==> src/rtl/pcam_pkg.sv <==
// Shared types for the parametrised CAM: request op encoding and index-width helper.
package pcam_types;

  localparam logic PCAM_READ  = 1'b1;
  localparam logic PCAM_WRITE = 1'b0;

  // Width of an entry index, which is also the width of an LRU age.
  function automatic int pcam_age_w(input int depth);
    return (depth > 1) ? $clog2(depth) : 1;
  endfunction

endpackage

==> src/rtl/pcam_repl.sv <==
// Replacement-victim tracker for pcam. PCAM_LRU_EN selects true LRU ages;
// otherwise a round-robin pointer that advances only on eviction.
module pcam_repl
  import pcam_types::*;
#(
  parameter int DEPTH = 8,
  parameter int IDX_W = pcam_age_w(DEPTH)
) (
  input  logic             clk_i,
  input  logic             reset_n_i,
  input  logic             touch_i,
  input  logic [IDX_W-1:0] touch_idx_i,
  input  logic             evict_i,
  output logic [IDX_W-1:0] victim_idx_o
);

`ifdef PCAM_LRU_EN

  logic [IDX_W-1:0] age_q [DEPTH];
  logic [IDX_W-1:0] age_d [DEPTH];
  logic             unused_evict;

  // Eviction is always accompanied by a touch of the victim, so the strobe adds nothing here.
  assign unused_evict = evict_i;

  always_comb begin
    for (int i = 0; i < DEPTH; i++) begin
      age_d[i] = age_q[i];
    end
    if (touch_i) begin
      for (int i = 0; i < DEPTH; i++) begin
        if (age_q[i] < age_q[touch_idx_i]) begin
          age_d[i] = age_q[i] + IDX_W'(1);
        end
      end
      age_d[touch_idx_i] = '0;
    end
  end

  always_comb begin
    victim_idx_o = '0;
    for (int i = 0; i < DEPTH; i++) begin
      if (age_q[i] == IDX_W'(DEPTH - 1)) begin
        victim_idx_o = IDX_W'(i);
      end
    end
  end

  always_ff @(posedge clk_i or negedge reset_n_i) begin
    if (!reset_n_i) begin
      for (int i = 0; i < DEPTH; i++) begin
        age_q[i] <= IDX_W'(DEPTH - 1 - i);
      end
    end else begin
      for (int i = 0; i < DEPTH; i++) begin
        age_q[i] <= age_d[i];
      end
    end
  end

`else

  logic [IDX_W-1:0] rr_q;
  logic [IDX_W-1:0] rr_d;
  logic             unused_touch;

  assign unused_touch = ^{touch_i, touch_idx_i};

  // DEPTH is a power of two, so the natural wrap of the pointer is the modulo.
  assign rr_d         = evict_i ? rr_q + IDX_W'(1) : rr_q;
  assign victim_idx_o = rr_q;

  always_ff @(posedge clk_i or negedge reset_n_i) begin
    if (!reset_n_i) begin
      rr_q <= '0;
    end else begin
      rr_q <= rr_d;
    end
  end

`endif

endmodule

==> src/rtl/pcam.sv <==
// Parametrised key/value CAM with registered lookup; victim policy chosen by PCAM_LRU_EN
// (defined: true LRU, undefined: round-robin) inside pcam_repl.
module pcam
  import pcam_types::*;
#(
  parameter int KEY_W = 16,
  parameter int VAL_W = 16,
  parameter int DEPTH = 8
) (
  input  logic                       clk_i,
  input  logic                       reset_n_i,
  input  logic                       valid_i,
  input  logic                       rw_n_i,
  input  logic [KEY_W-1:0]           key_i,
  input  logic [VAL_W-1:0]           val_i,
  output logic [VAL_W-1:0]           val_o,
  output logic                       valid_o,
  output logic [$clog2(DEPTH+1)-1:0] count_o
);

  localparam int IDX_W = pcam_age_w(DEPTH);
  localparam int CNT_W = $clog2(DEPTH + 1);

  typedef logic [KEY_W-1:0] key_t;
  typedef logic [VAL_W-1:0] val_t;

  logic [DEPTH-1:0] valid_q;
  key_t             key_q [DEPTH];
  val_t             val_q [DEPTH];
  logic [CNT_W-1:0] count_q;
  val_t             val_o_q;
  logic             valid_o_q;

  logic             hit;
  logic [IDX_W-1:0] hit_idx;
  logic             has_free;
  logic [IDX_W-1:0] free_idx;
  logic [IDX_W-1:0] victim_idx;
  logic [IDX_W-1:0] wr_idx;
  logic             is_rd;
  logic             is_wr;
  logic             rd_hit;
  logic             do_fill;
  logic             do_evict;
  logic             touch;
  logic [IDX_W-1:0] touch_idx;

  // Writes keep keys unique, so at most one entry can match.
  always_comb begin
    hit     = 1'b0;
    hit_idx = '0;
    for (int i = 0; i < DEPTH; i++) begin
      if (valid_q[i] && (key_q[i] == key_i)) begin
        hit     = 1'b1;
        hit_idx = IDX_W'(i);
      end
    end
  end

  always_comb begin
    has_free = 1'b0;
    free_idx = '0;
    for (int i = DEPTH - 1; i >= 0; i--) begin
      if (!valid_q[i]) begin
        has_free = 1'b1;
        free_idx = IDX_W'(i);
      end
    end
  end

  assign is_rd     = valid_i && (rw_n_i == PCAM_READ);
  assign is_wr     = valid_i && (rw_n_i == PCAM_WRITE);
  assign rd_hit    = is_rd && hit;
  assign do_fill   = is_wr && !hit && has_free;
  assign do_evict  = is_wr && !hit && !has_free;
  assign wr_idx    = hit ? hit_idx : (has_free ? free_idx : victim_idx);
  assign touch     = rd_hit || is_wr;
  assign touch_idx = is_wr ? wr_idx : hit_idx;

  pcam_repl #(
    .DEPTH (DEPTH),
    .IDX_W (IDX_W)
  ) u_repl (
    .clk_i        (clk_i),
    .reset_n_i    (reset_n_i),
    .touch_i      (touch),
    .touch_idx_i  (touch_idx),
    .evict_i      (do_evict),
    .victim_idx_o (victim_idx)
  );

  always_ff @(posedge clk_i or negedge reset_n_i) begin
    if (!reset_n_i) begin
      valid_q   <= '0;
      count_q   <= '0;
      val_o_q   <= '0;
      valid_o_q <= 1'b0;
    end else begin
      if (do_fill) begin
        valid_q[free_idx] <= 1'b1;
        count_q           <= count_q + CNT_W'(1);
      end
      valid_o_q <= rd_hit;
      val_o_q   <= rd_hit ? val_q[hit_idx] : '0;
    end
  end

  // Key/value payload is only meaningful behind a valid bit, so it carries no reset.
  always_ff @(posedge clk_i) begin
    if (is_wr) begin
      key_q[wr_idx] <= key_i;
      val_q[wr_idx] <= val_i;
    end
  end

  assign val_o   = val_o_q;
  assign valid_o = valid_o_q;
  assign count_o = count_q;

endmodule

==> config.mk <==
export PLATFORM = sky130hd
export DESIGN_NAME = pcam
export DESIGN_NICKNAME = d
export VERILOG_FILES = /design/src/rtl/pcam_pkg.sv /design/src/rtl/pcam_repl.sv /design/src/rtl/pcam.sv
export SDC_FILE = /design/constraint.sdc
export NUM_CORES = 1
export LEC_CHECK = 0
export BUFFER_PORTS_ARGS = -buffer_cell sky130_fd_sc_hd__buf_2
export CAP_MARGIN = 20
export CORE_MARGIN = 1
export CORE_UTILIZATION = 45
export DETAILED_ROUTE_END_ITERATION = 12
export HOLD_SLACK_MARGIN = 0.06
export SYNTH_ARGS = -nofsm -noshare
export SYNTH_HDL_FRONTEND = slang
export SYNTH_SLANG_ARGS = --single-unit
==> constraint.sdc <==
create_clock -name clk_i -period 6.35 [get_ports clk_i]
set_input_delay 0.635 -clock clk_i [delete_from_list [all_inputs] [get_ports clk_i]]
set_output_delay 0.635 -clock clk_i [all_outputs]
set_load 0.01 [all_outputs]
==> insert_results.sql <==
INSERT INTO impl_metrics (metric_group, metric, value, unit) VALUES
('clock_tree', 'cts-buffers-inserted', '29', ''),
('outcome', 'result_of_the_run', 'finished clean', ''),
('placed_design', 'io_buffers', '56', ''),
('power_and_ir_drop', 'internal_power', '0.00345', 'W'),
('timing', 'timing.clock.skew', '0.0198', 'ns'),
('power_and_ir_drop', 'comb_power_share', '13.1', '%'),
('floorplanning', 'io_pins', '57', ''),
('timing', 'max_freq', '224', 'MHz'),
('timing', 'rsz0062_at_grt', 'false', ''),
('setup_path', 'critical_path.n_buffers_inverters', '2', ''),
('timing', 'maxSlewHeadroom', '27.2', '%'),
('placed_design', 'placement.cell_area', '12400', 'um^2'),
('timing', 'finalMaxSlewViolations', '0', ''),
('clock_tree', 'clock_tree.buffer_depth', '3', ''),
('logic_synthesis', 'synth.top_cells.by_area', 'edfxtp_1, xor2_1, dfrtp_1', ''),
('clock_tree', 'postCtsSetupBuffers', '0', ''),
('logic_synthesis', 'synth_enable_flop_cells', '256', ''),
('logic_synthesis', 'synth.ff_latch_count', '288', ''),
('grt', 'grt_pass1_wl', '39700', 'um'),
('clock_tree', 'cts_tree', 'built', ''),
('route', 'drt-total-wl', '25900', 'um'),
('setup_path', 'timing.setup.critical_path_class', 'in -> reg', ''),
('timing', 'finalHoldViolations', '0', ''),
('final_layout', 'relative_area_change_from_synthesis_to_final_layout', '13.2', '%'),
('clock_tree', 'clock_tree_root', 'clkbuf_16', ''),
('floorplanning', 'design.core.area', '25400', 'um^2'),
('clock_tree', 'clock_sink_count', '288', ''),
('placed_design', 'hpwl_after_detailed_placement', '15800', 'um'),
('route', 'drt_pass1_iterations', '4', ''),
('setup_path', 'r2r.worst_path.cells', '9', ''),
('floorplanning', 'floorplan.die_area', '26800', 'um^2'),
('setup_path', 'critPathLaunchType', 'primary input', ''),
('floorplanning', 'floorplan.initialDensity', '46.3', '%'),
('final_layout', 'antennaDiodeCount', '0', ''),
('power_and_ir_drop', 'power.sequential.fraction', '52.0', '%'),
('route', 'post_drt_via_cell_ratio', '5.68', ''),
('clock_tree', 'cts_max_level', '1', ''),
('floorplanning', 'number_of_core_rows', '58', ''),
('setup_path', 'crit_family', 'simple AND/OR/NAND/NOR gates', ''),
('route', 'route.detailed.wl_per_inst', '23.2', 'um'),
('logic_synthesis', 'combined_area_of_all_synthesized_cells', '11800', 'um^2'),
('clock_tree', 'postCtsHoldBufs', '0', ''),
('timing', 'layout_worst_path_cycle_share', '70.4', '%'),
('route', 'detail_route.iter0.violations', '533', ''),
('route', 'detail_route.drc_violations', '0', ''),
('clock_tree', 'cts_resized', '0', ''),
('logic_synthesis', 'postSynthNetCount', '735', ''),
('setup_path', 'endpoint_kind', 'flip-flop', ''),
('grt', 'gr-usage-all-layers', '20.0', '%'),
('logic_synthesis', 'yosysTopAreaCell', 'edfxtp_1', ''),
('timing', 'max_slew.worst_pin.slew', '1.09', 'ns'),
('setup_path', 'cells_along_the_critical_path', 'buf_2, xnor2_1, nand4_1, nor4_2, a211oi_1, o22a_1, o22a_4, nor2_1, nand2_1, nor2_4, buf_4', ''),
('final_layout', 'fin_nets', '801', ''),
('grt', 'grt_overflow_total', '0', ''),
('placed_design', 'place.gp.congestion', '0.874', ''),
('power_and_ir_drop', 'switching_power', '0.00119', 'W'),
('power_and_ir_drop', 'leakagePower', '4.45', 'nW'),
('setup_path', 'crit_path_max_fanout', '34', ''),
('timing', 'total_negative_slack', '0', 'ns'),
('floorplanning', 'dieHeight', '164', 'um'),
('timing', 'time_the_final_worst_path_needs_with_i_o_delays_and_setup', '4.47', 'ns'),
('setup_path', 'crit_path_top_delay_cell', 'nor2_1', ''),
('logic_synthesis', 'synthCells', '697', ''),
('logic_synthesis', 'ys_types', '59', ''),
('grt', 'grt_antenna_before_repair', '0', ''),
('logic_synthesis', 'async_reset_ff_share', '11.1', '%'),
('clock_tree', 'clkSlewWorstSetupHoldPaths', '0.06', 'ns'),
('setup_path', 'worst_path_largest_cell_delay', '0.67', 'ns'),
('route', 'route.antenna.remaining_nets', '0', ''),
('grt', 'number_of_global_route_vias_before_repair', '6480', ''),
('logic_synthesis', 'seq_area_frac_synth', '72.1', '%');
synthesized netlist by cell type, types with 3 or more instances:
cell	instances
nand3_1	7
and3_1	5
o221ai_1	16
edfxtp_1	256
nor2_1	10
nor4_2	7
a2111oi_2	10
mux2i_1	16
buf_6	6
and4_1	3
nand2_1	20
xnor2_1	35
o21ai_0	3
a221oi_1	6
nand4_1	17
a211oi_1	3
o22ai_1	18
xor2_1	98
dfrtp_1	32
and2_1	3
a221oi_2	10
a21oi_1	4
buf_4	9
nor3_1	10
clkbuf_1	4
buf_2	16
o21a_1	16
a2111oi_1	6
nor4_1	14
layout by cell type (no fill, tap or decap), drive strengths merged, types with 3 or more instances in the layout:
master | netlist | routed
or2 | 3 | 3
clkbuf | 4 | 40
and2 | 3 | 3
xnor2 | 35 | 35
a221oi | 16 | 16
buf | 32 | 71
o22ai | 19 | 19
a211oi | 3 | 3
and3 | 5 | 5
edfxtp | 256 | 256
inv | 4 | 5
nand3 | 7 | 7
clkinv | 0 | 11
and4 | 3 | 3
nor4 | 21 | 21
o21a | 16 | 16
nand4 | 17 | 17
o21ai | 3 | 3
o221ai | 16 | 16
xor2 | 98 | 98
a2111oi | 16 | 16
mux2i | 16 | 16
dfrtp | 32 | 32
nor2 | 11 | 11
nand2 | 22 | 22
a21oi | 4 | 4
nor3 | 10 | 10
per-stage QoR:
step                util, %  cells  worst slack, ns  total power [W]
floorplan                 -    697             1.14          0.00278
global placement       48.8   1061             1.43          0.00303
detailed placement     48.8   1061             1.30          0.00306
CTS                    52.4   1115             1.86          0.00468
global route           52.4   1116             1.70          0.00482
finish                 52.4   1116             1.88          0.00464
final cells by class:
cell class	count	area, um^2
Fill cell	2084	12100
Clock buffer	40	817
Clock inverter	14	93.8
Multi-Input combinational cell	369	3090
Sequential cell	288	8490
Inverter	4	15.0
Tap cell	330	413
Timing Repair Buffer	71	400
cells by family (layout without fill, tap and decap cells):
| kind of cell | Yosys count | in the layout | synth area share, % |
|---|---|---|---|
| DFF | 288 | 288 | 72.1 |
| xor gates and xnor gates | 133 | 133 | 9.90 |
| and+or+nand+nor | 109 | 109 | 5.51 |
| AOI/OAI and AO/OA | 107 | 107 | 8.42 |
| buffers and inverters | 40 | 129 | 2.25 |
| muxes | 18 | 18 | 1.55 |
| adders and majority gates | 2 | 2 | 0.213 |
power by group through the flow:
| stage | Combinational (W) | Clock [W] | Sequential, W |
|---|---|---|---|
| after floorplan | 0.000337 | 0 | 0.00245 |
| after global placement | 0.000589 | 0 | 0.00244 |
| after detailed placement | 0.000611 | 0 | 0.00245 |
| after CTS | 0.000614 | 0.00165 | 0.00241 |
| after global routing | 0.000660 | 0.00173 | 0.00243 |
| final | 0.000607 | 0.00162 | 0.00241 |
sequential cells by signal, summed over array words and instances (netlist names):
name,flops
valid_q,8
count_o,4
u_repl.victim_idx_o,3
val_o,16
valid_o,1
val_q,128
key_q,128
layer usage:
layer,track usage (%),part of all wire (%),vias to the layer above
li1,-,-,2852
met1,29.7,47,3246
met2,30.6,46,198
met3,3.03,5.2,41
met4,5.77,2.0,0
met5,0,0,-
final timing paths:
| check | start | slack [ns] | to |
|---|---|---|---|
| hold reg to reg | count_o[3] | 0.48 | count_o[3] |
| setup reg to reg | key_q[4][0] | 1.95 | key_q[6][3] |
| max in group asynchronous | reset_n_i | 5.60 | val_o[12] |
| min in group clk_i | val_i[11] | 0.37 | val_q[3][11] |
| hold / removal | reset_n_i | 0.21 | u_repl.victim_idx_o[0] |
| setup / recovery | key_i[15] | 1.88 | key_q[6][3] |
(Power assumes the default switching activity.)
